File: config.mk
export PLATFORM = sky130hd
export DESIGN_NAME = cic_decimator_flat
export DESIGN_NICKNAME = d
export VERILOG_FILES = /design/src/rtl/cic_decimator_if.sv /design/src/rtl/cic_decimator.sv /design/src/flat_wrapper.sv
export SDC_FILE = /design/constraint.sdc
export NUM_CORES = 1
export LEC_CHECK = 0
export CELL_PAD_IN_SITES_DETAIL_PLACEMENT = 1
export CELL_PAD_IN_SITES_GLOBAL_PLACEMENT = 1
export CORE_MARGIN = 5
export CORE_UTILIZATION = 46
export CTS_CLUSTER_SIZE = 40
export DETAILED_ROUTE_END_ITERATION = 10
export PLACE_DENSITY_LB_ADDON = 0.12
export SLEW_MARGIN = 20
export SYNTH_ARGS = -nofsm -noshare
export SYNTH_HDL_FRONTEND = slang
export SYNTH_SLANG_ARGS = --single-unit
File: constraint.sdc
create_clock -name i_clk -period 8.3 [get_ports i_clk]
set_clock_uncertainty 0.15 [all_clocks]
set_input_delay 1.66 -clock i_clk [delete_from_list [all_inputs] [get_ports i_clk]]
set_output_delay 1.66 -clock i_clk [all_outputs]
set_load 0.02 [all_outputs]
File: src/rtl/cic_decimator_if.sv
// Sample stream bus between the mixer and the CIC decimator.
// The master drives the input stream; the slave (decimator) returns the decimated stream.
interface cic_decimator_if #(
  parameter int DIN_W  = 20,
  parameter int DOUT_W = 20
) ();
  logic signed [DIN_W-1:0]  din;
  logic                     din_valid;
  logic signed [DOUT_W-1:0] dout;
  logic                     dout_valid;

  modport master (output din, output din_valid, input dout, input dout_valid);
  modport slave  (input din, input din_valid, output dout, output dout_valid);
endinterface

File: src/rtl/cic_decimator.sv
// 3-stage CIC decimator (R = 2^R_LOG2, differential delay 1) with an arithmetic-shift output scaler.
// Optional OUT_ROUND_EN: round-half-up output with positive saturation instead of plain truncation.
module cic_decimator #(
  parameter int DIN_W  = 20,
  parameter int DOUT_W = 20,
  parameter int R_LOG2 = 3
) (
  input  logic           i_clk,
  input  logic           i_rst,
  cic_decimator_if.slave io_bus
);
  localparam int SH    = 3 * R_LOG2;
  localparam int ACC_W = DIN_W + SH;

  logic signed [ACC_W-1:0] r_i1, r_i2, r_i3;
  logic signed [ACC_W-1:0] r_comb_in;
  logic signed [ACC_W-1:0] r_x1, r_x2, r_x3;
  logic signed [ACC_W-1:0] r_c1, r_c2, r_c3;
  logic        [R_LOG2-1:0] r_phase;
  logic        [3:0]        r_tag;
  logic signed [DOUT_W-1:0] r_dout;
  logic                     r_dout_valid;

  logic signed [ACC_W-1:0]  w_din_ext, w_i1, w_i2, w_i3;
  logic                     w_strobe;
  logic signed [DOUT_W-1:0] w_dout;

  // Same-edge integrator chain; modulo wrap is harmless because the combs undo it.
  assign w_din_ext = {{SH{io_bus.din[DIN_W-1]}}, io_bus.din};
  assign w_i1      = r_i1 + w_din_ext;
  assign w_i2      = r_i2 + w_i1;
  assign w_i3      = r_i3 + w_i2;
  assign w_strobe  = io_bus.din_valid && (r_phase == '1);

`ifdef OUT_ROUND_EN
  localparam logic signed [DIN_W:0] DOUT_MAX = (DIN_W+1)'((2 ** (DOUT_W - 1)) - 1);
  logic signed [ACC_W:0] w_rnd_sum;
  logic signed [DIN_W:0] w_rnd_q;
  logic                  unused_rnd_low;

  // One guard bit keeps the half-LSB add from wrapping near +max.
  assign w_rnd_sum      = {r_c3[ACC_W-1], r_c3} + (ACC_W+1)'(2 ** (SH - 1));
  assign w_rnd_q        = w_rnd_sum[ACC_W:SH];
  assign unused_rnd_low = ^w_rnd_sum[SH-1:0];
  assign w_dout         = (w_rnd_q > DOUT_MAX) ? DOUT_MAX[DOUT_W-1:0] : w_rnd_q[DOUT_W-1:0];
`else
  logic unused_trunc_low;

  assign w_dout           = r_c3[SH +: DOUT_W];
  assign unused_trunc_low = ^r_c3[SH-1:0];
`endif

  always_ff @(posedge i_clk) begin
    if (i_rst) begin
      r_i1         <= '0;
      r_i2         <= '0;
      r_i3         <= '0;
      r_comb_in    <= '0;
      r_x1         <= '0;
      r_x2         <= '0;
      r_x3         <= '0;
      r_c1         <= '0;
      r_c2         <= '0;
      r_c3         <= '0;
      r_phase      <= '0;
      r_tag        <= '0;
      r_dout       <= '0;
      r_dout_valid <= 1'b0;
    end else begin
      if (io_bus.din_valid) begin
        r_i1    <= w_i1;
        r_i2    <= w_i2;
        r_i3    <= w_i3;
        r_phase <= r_phase + R_LOG2'(1);
      end
      if (w_strobe) r_comb_in <= w_i3;
      // Strobe tag walks the comb pipeline one stage per clock, independent of din_valid.
      r_tag <= {r_tag[2:0], w_strobe};
      if (r_tag[0]) begin
        r_x1 <= r_comb_in;
        r_c1 <= r_comb_in - r_x1;
      end
      if (r_tag[1]) begin
        r_x2 <= r_c1;
        r_c2 <= r_c1 - r_x2;
      end
      if (r_tag[2]) begin
        r_x3 <= r_c2;
        r_c3 <= r_c2 - r_x3;
      end
      if (r_tag[3]) r_dout <= w_dout;
      r_dout_valid <= r_tag[3];
    end
  end

  assign io_bus.dout       = r_dout;
  assign io_bus.dout_valid = r_dout_valid;
endmodule
File: src/flat_wrapper.sv
// flat-port wrapper written by rule: the top's interface ports become plain ports
module cic_decimator_flat 
#(
  parameter int DIN_W  = 20,
  parameter int DOUT_W = 20,
  parameter int R_LOG2 = 3
)
  (i_clk, i_rst, io_bus_din, io_bus_din_valid, io_bus_dout, io_bus_dout_valid);
  cic_decimator_if #(.DIN_W(DIN_W), .DOUT_W(DOUT_W)) io_bus_i ();
  input  logic i_clk;
  input  logic i_rst;
  input wire logic [$bits(io_bus_i.din)-1:0] io_bus_din;
  input wire logic [$bits(io_bus_i.din_valid)-1:0] io_bus_din_valid;
  output wire logic [$bits(io_bus_i.dout)-1:0] io_bus_dout;
  output wire logic [$bits(io_bus_i.dout_valid)-1:0] io_bus_dout_valid;
  assign io_bus_i.din = io_bus_din;
  assign io_bus_i.din_valid = io_bus_din_valid;
  assign io_bus_dout = io_bus_i.dout;
  assign io_bus_dout_valid = io_bus_i.dout_valid;
  cic_decimator #(.DIN_W(DIN_W), .DOUT_W(DOUT_W), .R_LOG2(R_LOG2)) u_core (.i_clk(i_clk), .i_rst(i_rst), .io_bus(io_bus_i));
endmodule
==> flow_summary.yaml, run 1 <==
run_status:
  status: "complete, no violations"
grt:
  grt_use_met3: 0.0254
  antenna_found_initial: 0
  use_met2: 0.352
  grtUsageMet1: 0.224
  grt_pass1_vias: 15573
  grt_busiest_layer: "met2"
  grt-ovfl-total: 0
  grt_usage: 0.189
  grt_max_degree: 206
  grt_pass1_wl_um: 72900
floorplanning:
  top_level_ports: 44
  initial_core_util: 0.466
  die_h_um: 211
  design.core.area_um2: 39800
  rows: 73
  die_w_um: 211
  die-area_um2: 44400
synth:
  synth.yosys.seq_area_share: 0.334
  yosysWarningCount: 0
  yosys-top-cells-area: "dfxtp_1 33%, mux2i_1 13%, ha_1 12%"
  yosys.area.top_type_share: 0.334
  synth_ff_type: "dfxtp_1"
  yosysTopAreaCell: "dfxtp_1"
  ys_ff_latch: 309
  async_reset_ff_frac: 0
  netlist_instances: 2150
  mappedNetlistNets: 2349
  mappedNetlistArea_um2: 18500
  yosys.cell_types.count: 72
  synth_edf_count: 0
  syn_avg_cell_area_um2: 8.63
detailed_routing:
  vias: 14778
  routed_wl_um: 41800
  ant_nets: 0
  firstDrtPassIters: 4
  drt_iter0_markers: 476
  drc: 0
  vias_per_cell: 5.45
  avgRoutedWirePerCell_um: 15.4
clock_tree:
  insertion_delay_ns: 0.55
  clk_pin_slew_ns: 0.06
  cts.sinks: 309
  cts-root-buf: "clkbuf_16"
  cts_buffers: 37
  tritoncts: "done"
  htreeDepth: 2
  clockBufferDepth: 3
worst_setup_path:
  worstPathRequired_ns: 8.59
  slowest_stage: "clkdlybuf4s50_1"
  cp-start-kind: "input pin"
  critPathKind: "input pin to register"
  cp_max_fo: 5
  slowest_delay_ns: 0.47
  cp_data_arrival_time_ns: 8.04
  cp_common_cell: "a21oi_1"
  cp-end-kind: "register"
place:
  gp_congestion: 0.807
  dp_cells: 2648
  dp_hpwl_um: 30100
  portBuffers: 43
final_layout:
  fin_util: 0.519
  num_antenna_cells: 0
  area_delta_synth_final_pct: 11.4
  layout_commonest_cell: "nor2_1"
  drive_gt1_frac: 0.0467
  instances_no_fill: 2711
  layout_common_cells: "328 x nor2_1, 305 x dfxtp_1, 237 x mux2i_1, 171 x ha_1, 149 x a21oi_1"
  final_nets: 2361
min_path:
  hold_path.class: "register to register"
timing:
  rsz0062_at_grt: "false"
  maxSlewHeadroom: 0.337
  fin_tns_setup_ns: 0
  setup_viol: 0
  fin_crit_sh: 0.934
  period_minus_slack_ns: 7.75
  max_freq_mhz: 129
  worst_pin_slew_ns: 0.995
  drv_slew: 0
  final_hold_viol_count: 0
pwr:
  total_leakage_power_uw: 0.00843
  powerDensity_nw_per_um2: 311
  ir_drop_uv: 184
run:
  maxCapViolations: 0
## state kept, by name (all words and copies together), names as in the netlist, 20 cells and up
name / flops
u_core.r_c3: 20
u_core.r_i3: 29
u_core.r_c2: 29
u_core.r_i2: 29
u_core.r_x1: 29
u_core.r_x3: 29
u_core.r_x2: 29
u_core.r_comb_in: 29
u_core.io_bus.dout: 20
u_core.r_c1: 29
u_core.r_i1: 29
## repair_timing
action / 4_1_cts / 5_1_grt
setup buffers: 0 / 0
resized for setup: 0 / 1
hold buffers: 0 / 0
setup endpoints to repair: 0 / 1
## metal layers
layer	vias to the layer above	wire length, um
li1	7501	-
met1	7081	18800
met2	132	21000
met3	64	981
met4	0	1120
met5	-	0
## cell families after synthesis
| kind of cell | share of synthesized area |
|---|---|
| XOR/XNOR | 0.0684 |
| buffers and inverters | 0.0436 |
| AO/OA/AOI/OAI | 0.160 |
| AND/OR/NAND/NOR | 0.146 |
| flip-flops | 0.334 |
| adder cells (fa/ha/maj) | 0.121 |
| multiplexers | 0.128 |
## cell type report
cell class	count	area, um2
inverters	135	507
clock buffers	50	1060
clock inverters	13	158
multi-input cells	1626	11600
repair buffers	53	520
flip-flops and latches	309	6200
fillers	4730	19200
well taps	525	657
## through the flow
step | total power (uW) | hold slack [ns] | worst slack [ns] | area (um2)
6_report | 6420 | 0.320 | 0.545 | 20700
5_1_grt | 6940 | 0.343 | 0.0598 | 20700
4_1_cts | 6490 | 0.322 | 0.556 | 20700
3_5_place_dp | 4810 | 0.314 | 0.0655 | 19400
3_3_place_gp | 4660 | 0.299 | 0.281 | 19400
2_1_floorplan | 4160 | 0.275 | 1.36 | 18500
## power breakdown
part / switching, uW / internal [uW] / total [uW]
Combinational: 1770 / 1310 / 3080
Sequential: 83.4 / 1620 / 1710
Clock: 645 / 992 / 1640
## cell usage after synthesis (all sizes together) (22+ instances only)
library cell and instances:
a211oi 29, a21o 61, nor2 328, clkbuf 65, nand2b 23, o21ai 76, xor2 38, mux2i 237
inv 135, ha 171, nand3 22, dfxtp 309, o21bai 23, a21oi 152, xnor2 106, nand2 118
nor2b 32
## final timing paths
kind	startpoint	to	slack, ns	cells past startpoint
worst max register to register	u_core.r_i1[0]	u_core.r_i3[28]	1.79	31
worst max-delay path	io_bus_din[0]	u_core.r_i3[28]	0.55	32
worst min register to register	u_core.r_c3[15]	u_core.r_c3[15]	0.32	2
worst min-delay path	u_core.r_c3[15]	u_core.r_c3[15]	0.32	2
## critical path: cells and delay by family
kind                       cells  cell delay [ns]
xor gates and xnor gates       3             0.60
and+or+nand+nor                5             0.61
buffers and inverters          2             0.53
adders and majority gates      4             1.24
AOI/OAI and AO/OA             18             3.38
(Power assumes the default switching activity.)
==> run 2, diff against run 1 <==
Settings changed: SETUP_SLACK_MARGIN from default to 0.15.
Clock period 8.3 ns to 8.6 ns, I/O delays scaled along.
==> run 2 against run 1 <==
Clock power rose by 2%. Combinational power down 3%. Sequential power down 4%. Setup slack improved by 0.32 ns. Hold slack lost 0.0016 ns. Routed wire length decreased by 0.41%. Largest cell class unchanged. Utilization up 0.19 points.
==> flow_summary.yaml, run 2 (synthesis gave the netlist of run 1 again) <==
floorplanning:
  initial_core_util: 0.466
  die_w_um: 211
  design.core.area_um2: 39800
  rows: 73
  top_level_ports: 44
  die-area_um2: 44400
  die_h_um: 211
final_layout:
  final-seq-area_um2: 6200
  fin_util: 0.521
  final_nets: 2361
  num_antenna_cells: 0
  area_delta_synth_final_pct: 11.8
  fillers: 4728
  layout_common_cells: "328 x nor2_1, 305 x dfxtp_1, 237 x mux2i_1, 171 x ha_1, 149 x a21oi_1"
  multi_input_area_um2: 11600
  drive_gt1_frac: 0.0466
  layout_commonest_cell: "nor2_1"
place:
  gp_congestion: 0.799
  portBuffers: 43
  dp_hpwl_um: 29800
  dp_slack_ns: 0.342
detailed_routing:
  routed_wl_um: 41700
  avgRoutedWirePerCell_um: 15.4
  drt_iter0_markers: 350
  ant_nets: 0
  vias_per_cell: 5.40
  firstDrtPassIters: 4
  drc: 0
  vias: 14653
timing:
  setup_viol: 0
  drv_slew: 0
  fin_tns_setup_ns: 0
  rsz0062_at_grt: "false"
  final_hold_viol_count: 0
  fin_ws_ns: 0.866
  max_freq_mhz: 129
  maxSlewHeadroom: 0.352
  whs_ns: 0.319
  period_minus_slack_ns: 7.73
  worst_pin_slew_ns: 0.971
  fin_crit_sh: 0.899
grt:
  grt_usage: 0.187
  grt_pass1_wl_um: 72100
  grt_pass1_vias: 15294
  grt_max_degree: 159
  grt-ovfl-total: 0
  antenna_found_initial: 0
clock_tree:
  hold_buffers: 0
  clockBufferDepth: 3
  clk_pin_slew_ns: 0.06
  tritoncts: "done"
  cts_resized: 0
  postCtsSetupBuffers: 0
  cts_buffers: 37
  insertion_delay_ns: 0.55
  cts.sinks: 309
  htreeDepth: 2
  cts-root-buf: "clkbuf_16"
pwr:
  internal_power_uw: 3890
  p_sw_uw: 2430
  ir_drop_uv: 180
  p_seq_frac: 0.261
  total_leakage_power_uw: 0.00846
  pwr-share-comb: 0.472
  p_clk_frac: 0.266
  swShare: 0.384
  powerDensity_nw_per_um2: 304
worst_setup_path:
  slowest_delay_ns: 0.41
  slowest_stage: "clkdlybuf4s50_1"
  cp_data_arrival_time_ns: 8.02
  reg2reg_depth: 29
  timing.rr.end: "u_core.r_i3[28]"
  cp_max_fo: 5
  worstPathRequired_ns: 8.89
  cp_common_cell: "a21oi_1"
  critPathKind: "input pin to register"
  cp-start-kind: "input pin"
  cp-end-kind: "register"
  r2r-start: "u_core.r_i1[0]"
  r2r_slack_ns: 2.16
min_path:
  hold_path.class: "register to register"
  hold_start: "u_core.r_c3[15]"
  min_delay_path_depth: 2
  hold_end: "u_core.r_c3[15]"
run:
  maxCapViolations: 0
run_status:
  status: "complete, no violations"
[run 2: worst max-delay path, delay by kind of cell]
kind            cells  cell delay [ns]
simple gates        2             0.15
fa+ha+maj           4             1.15
xor+xnor            3             0.60
compound gates     19             3.91
buf+inv             2             0.48
[run 2: worst max-delay path by stage]
stage / from / endpoint / cells past startpoint
after floorplan: io_bus_din[1] / u_core.r_i3[27] / 28
after global placement: io_bus_din[1] / u_core.r_i3[28] / 31
after detailed placement: io_bus_din[0] / u_core.r_i3[28] / 30
after CTS: io_bus_din[0] / u_core.r_i3[28] / 30
after global routing: io_bus_din[0] / u_core.r_i3[28] / 30
final: io_bus_din[0] / u_core.r_i3[28] / 30
[run 2: per-stage QoR]
step                instance area (um2)  std cells  power, uW
floorplan                         18500       2150       4020
global placement                  19400       2648       4490
detailed placement                19400       2648       4630
CTS                               20700       2714       6380
global route                      20700       2714       6800
finish                            20700       2714       6310
[run 2: layer usage]
layer	wire, um	track usage	up-vias
met5	0	0	-
li1	-	-	7503
met4	895	0.0487	0
met2	20900	0.346	135
met1	18800	0.225	6958
met3	1050	0.0296	57
[run 2: power groups by stage]
stage	logic, uW	clock network, uW	registers [uW]
after floorplan	2360	0	1650
after global placement	2820	0	1670
after detailed placement	2950	0	1680
after CTS	2990	1740	1650
after global routing	3340	1790	1670
final	2980	1680	1650
[run 2: area by class of cell]
| class | count | area share |
|---|---|---|
| clock buffer | 48 | 0.0496 |
| sequential | 309 | 0.299 |
| clock inverter | 18 | 0.0134 |
| multi-input combinational | 1626 | 0.557 |
| inverter | 135 | 0.0244 |
| timing repair buffer | 53 | 0.0251 |
| tap | 525 | 0.0317 |
==> run 3, diff against run 2 <==
Settings changed: CTS_BUF_LIST from default to sky130_fd_sc_hd__clkbuf_4 sky130_fd_sc_hd__clkbuf_8.
==> run 3 against run 2 <==
Register-to-register slack is essentially flat. Hold slack worse by 0.0049 ns. Cell count up 1.0%. Combinational power barely moved. Largest power group unchanged. Routed wire length decreased by 0.83%. Sequential share of layout area grew 0.18 points. Critical endpoint unchanged. Power fell by 3.5%.
==> flow_summary.yaml, run 3 (synthesis gave the netlist of run 1 again) <==
floorplanning:
  die-area_um2: 44400
  initial_core_util: 0.466
  rows: 73
  top_level_ports: 44
  die_w_um: 211
  design.core.area_um2: 39800
  die_h_um: 211
detailed_routing:
  ant_nets: 0
  vias_per_cell: 5.37
  routed_wl_um: 41300
  firstDrtPassIters: 4
  vias: 14712
  drt_iter0_markers: 332
  drc: 0
  avgRoutedWirePerCell_um: 15.1
timing:
  whs_ns: 0.314
  setup_viol: 0
  maxSlewHeadroom: 0.362
  rsz0062_at_grt: "false"
  period_minus_slack_ns: 7.64
  worst_pin_slew_ns: 0.956
  drv_slew: 0
  max_freq_mhz: 131
  final_hold_viol_count: 0
  fin_tns_setup_ns: 0
  fin_crit_sh: 0.888
final_layout:
  fillers: 4776
  layout_commonest_cell: "nor2_1"
  fin_util: 0.518
  num_antenna_cells: 0
  final-seq-area_um2: 6200
  multi_input_area_um2: 11600
  drive_gt1_frac: 0.0613
  final_nets: 2379
  area_delta_synth_final_pct: 11.2
  final_cell_area_um2: 20600
  layout_common_cells: "328 x nor2_1, 305 x dfxtp_1, 237 x mux2i_1, 171 x ha_1, 149 x a21oi_1"
grt:
  grt_pass1_wl_um: 71800
  grt_usage: 0.186
  grt_pass1_vias: 15496
  grt-ovfl-total: 0
  antenna_found_initial: 0
  grt_max_degree: 159
place:
  portBuffers: 43
  place_area_um2: 19400
  gp_congestion: 0.799
  dp_hpwl_um: 29800
clock_tree:
  postCtsSetupBuffers: 0
  cts_buffers: 55
  cts-root-buf: "clkbuf_8"
  clk_pin_slew_ns: 0.06
  cts.sinks: 309
  tritoncts: "done"
  cts_resized: 0
  insertion_delay_ns: 0.64
  htreeDepth: 2
  hold_buffers: 0
  clockBufferDepth: 3
worst_setup_path:
  critPathKind: "input pin to register"
  cp_data_arrival_time_ns: 8.01
  slowest_delay_ns: 0.41
  slowest_stage: "clkdlybuf4s50_1"
  worstPathRequired_ns: 8.97
  cp-end-kind: "register"
  cp-start-kind: "input pin"
  cp_max_fo: 5
  cp_common_cell: "a21oi_1"
run:
  maxCapViolations: 0
min_path:
  hold_path.class: "register to register"
pwr:
  total_leakage_power_uw: 0.00845
  powerDensity_nw_per_um2: 296
  power_uw: 6090
  ir_drop_uv: 138
run_status:
  status: "complete, no violations"
[run 3: cell count changes in the layout (fill, tap and decap cells not counted), sizes merged]
| cell | change |
|---|---|
| clkinvlp | -2 |
| clkbuf | +31 |
| clkinv | +2 |
| bufinv | -4 |
| inv | +1 |
[run 3: final cells by class]
cell class | count | share of cell area
timing repair buffer | 53 | 0.0252
inverter | 135 | 0.0246
sequential | 309 | 0.301
multi-input combinational | 1626 | 0.560
tap | 525 | 0.0319
clock inverter | 15 | 0.00795
clock buffer | 79 | 0.0494
[run 3: stage by stage]
step,worst slack [ns],std cells
finish,0.961,2742
global route,0.489,2742
CTS,1.01,2742
detailed placement,0.342,2648
global placement,0.542,2648
floorplan,1.60,2150
[run 3: report_power, final]
group / switching, uW / internal [uW]
Combinational: 1710 / 1260
Sequential: 81.2 / 1570
Clock: 627 / 850
Total: 2410 / 3680
[run 3: final timing paths]
check             cells past startpoint  slack, ns              end            start
setup / recovery                     30       0.96  u_core.r_i3[28]    io_bus_din[0]
hold / removal                        2       0.31  u_core.r_c3[14]  u_core.r_c3[14]
setup reg to reg                     29       2.15  u_core.r_i3[28]   u_core.r_i1[0]
hold reg to reg                       2       0.31  u_core.r_c3[14]  u_core.r_c3[14]
[run 3: critical path, delay by kind of cell]
family          cells  cell delay (ns)
xor+xnor            3             0.60
compound gates     19             3.91
buf+inv             2             0.48
fa+ha+maj           4             1.14
simple gates        2             0.15
[run 3: layer usage]
metal | vias to the layer above | routed length [um] | GRT usage
met4 | 0 | 1200 | 0.0664
met3 | 82 | 1080 | 0.0275
li1 | 7556 | - | -
met1 | 6942 | 18600 | 0.220
met2 | 132 | 20500 | 0.342
met5 | - | 0 | 0
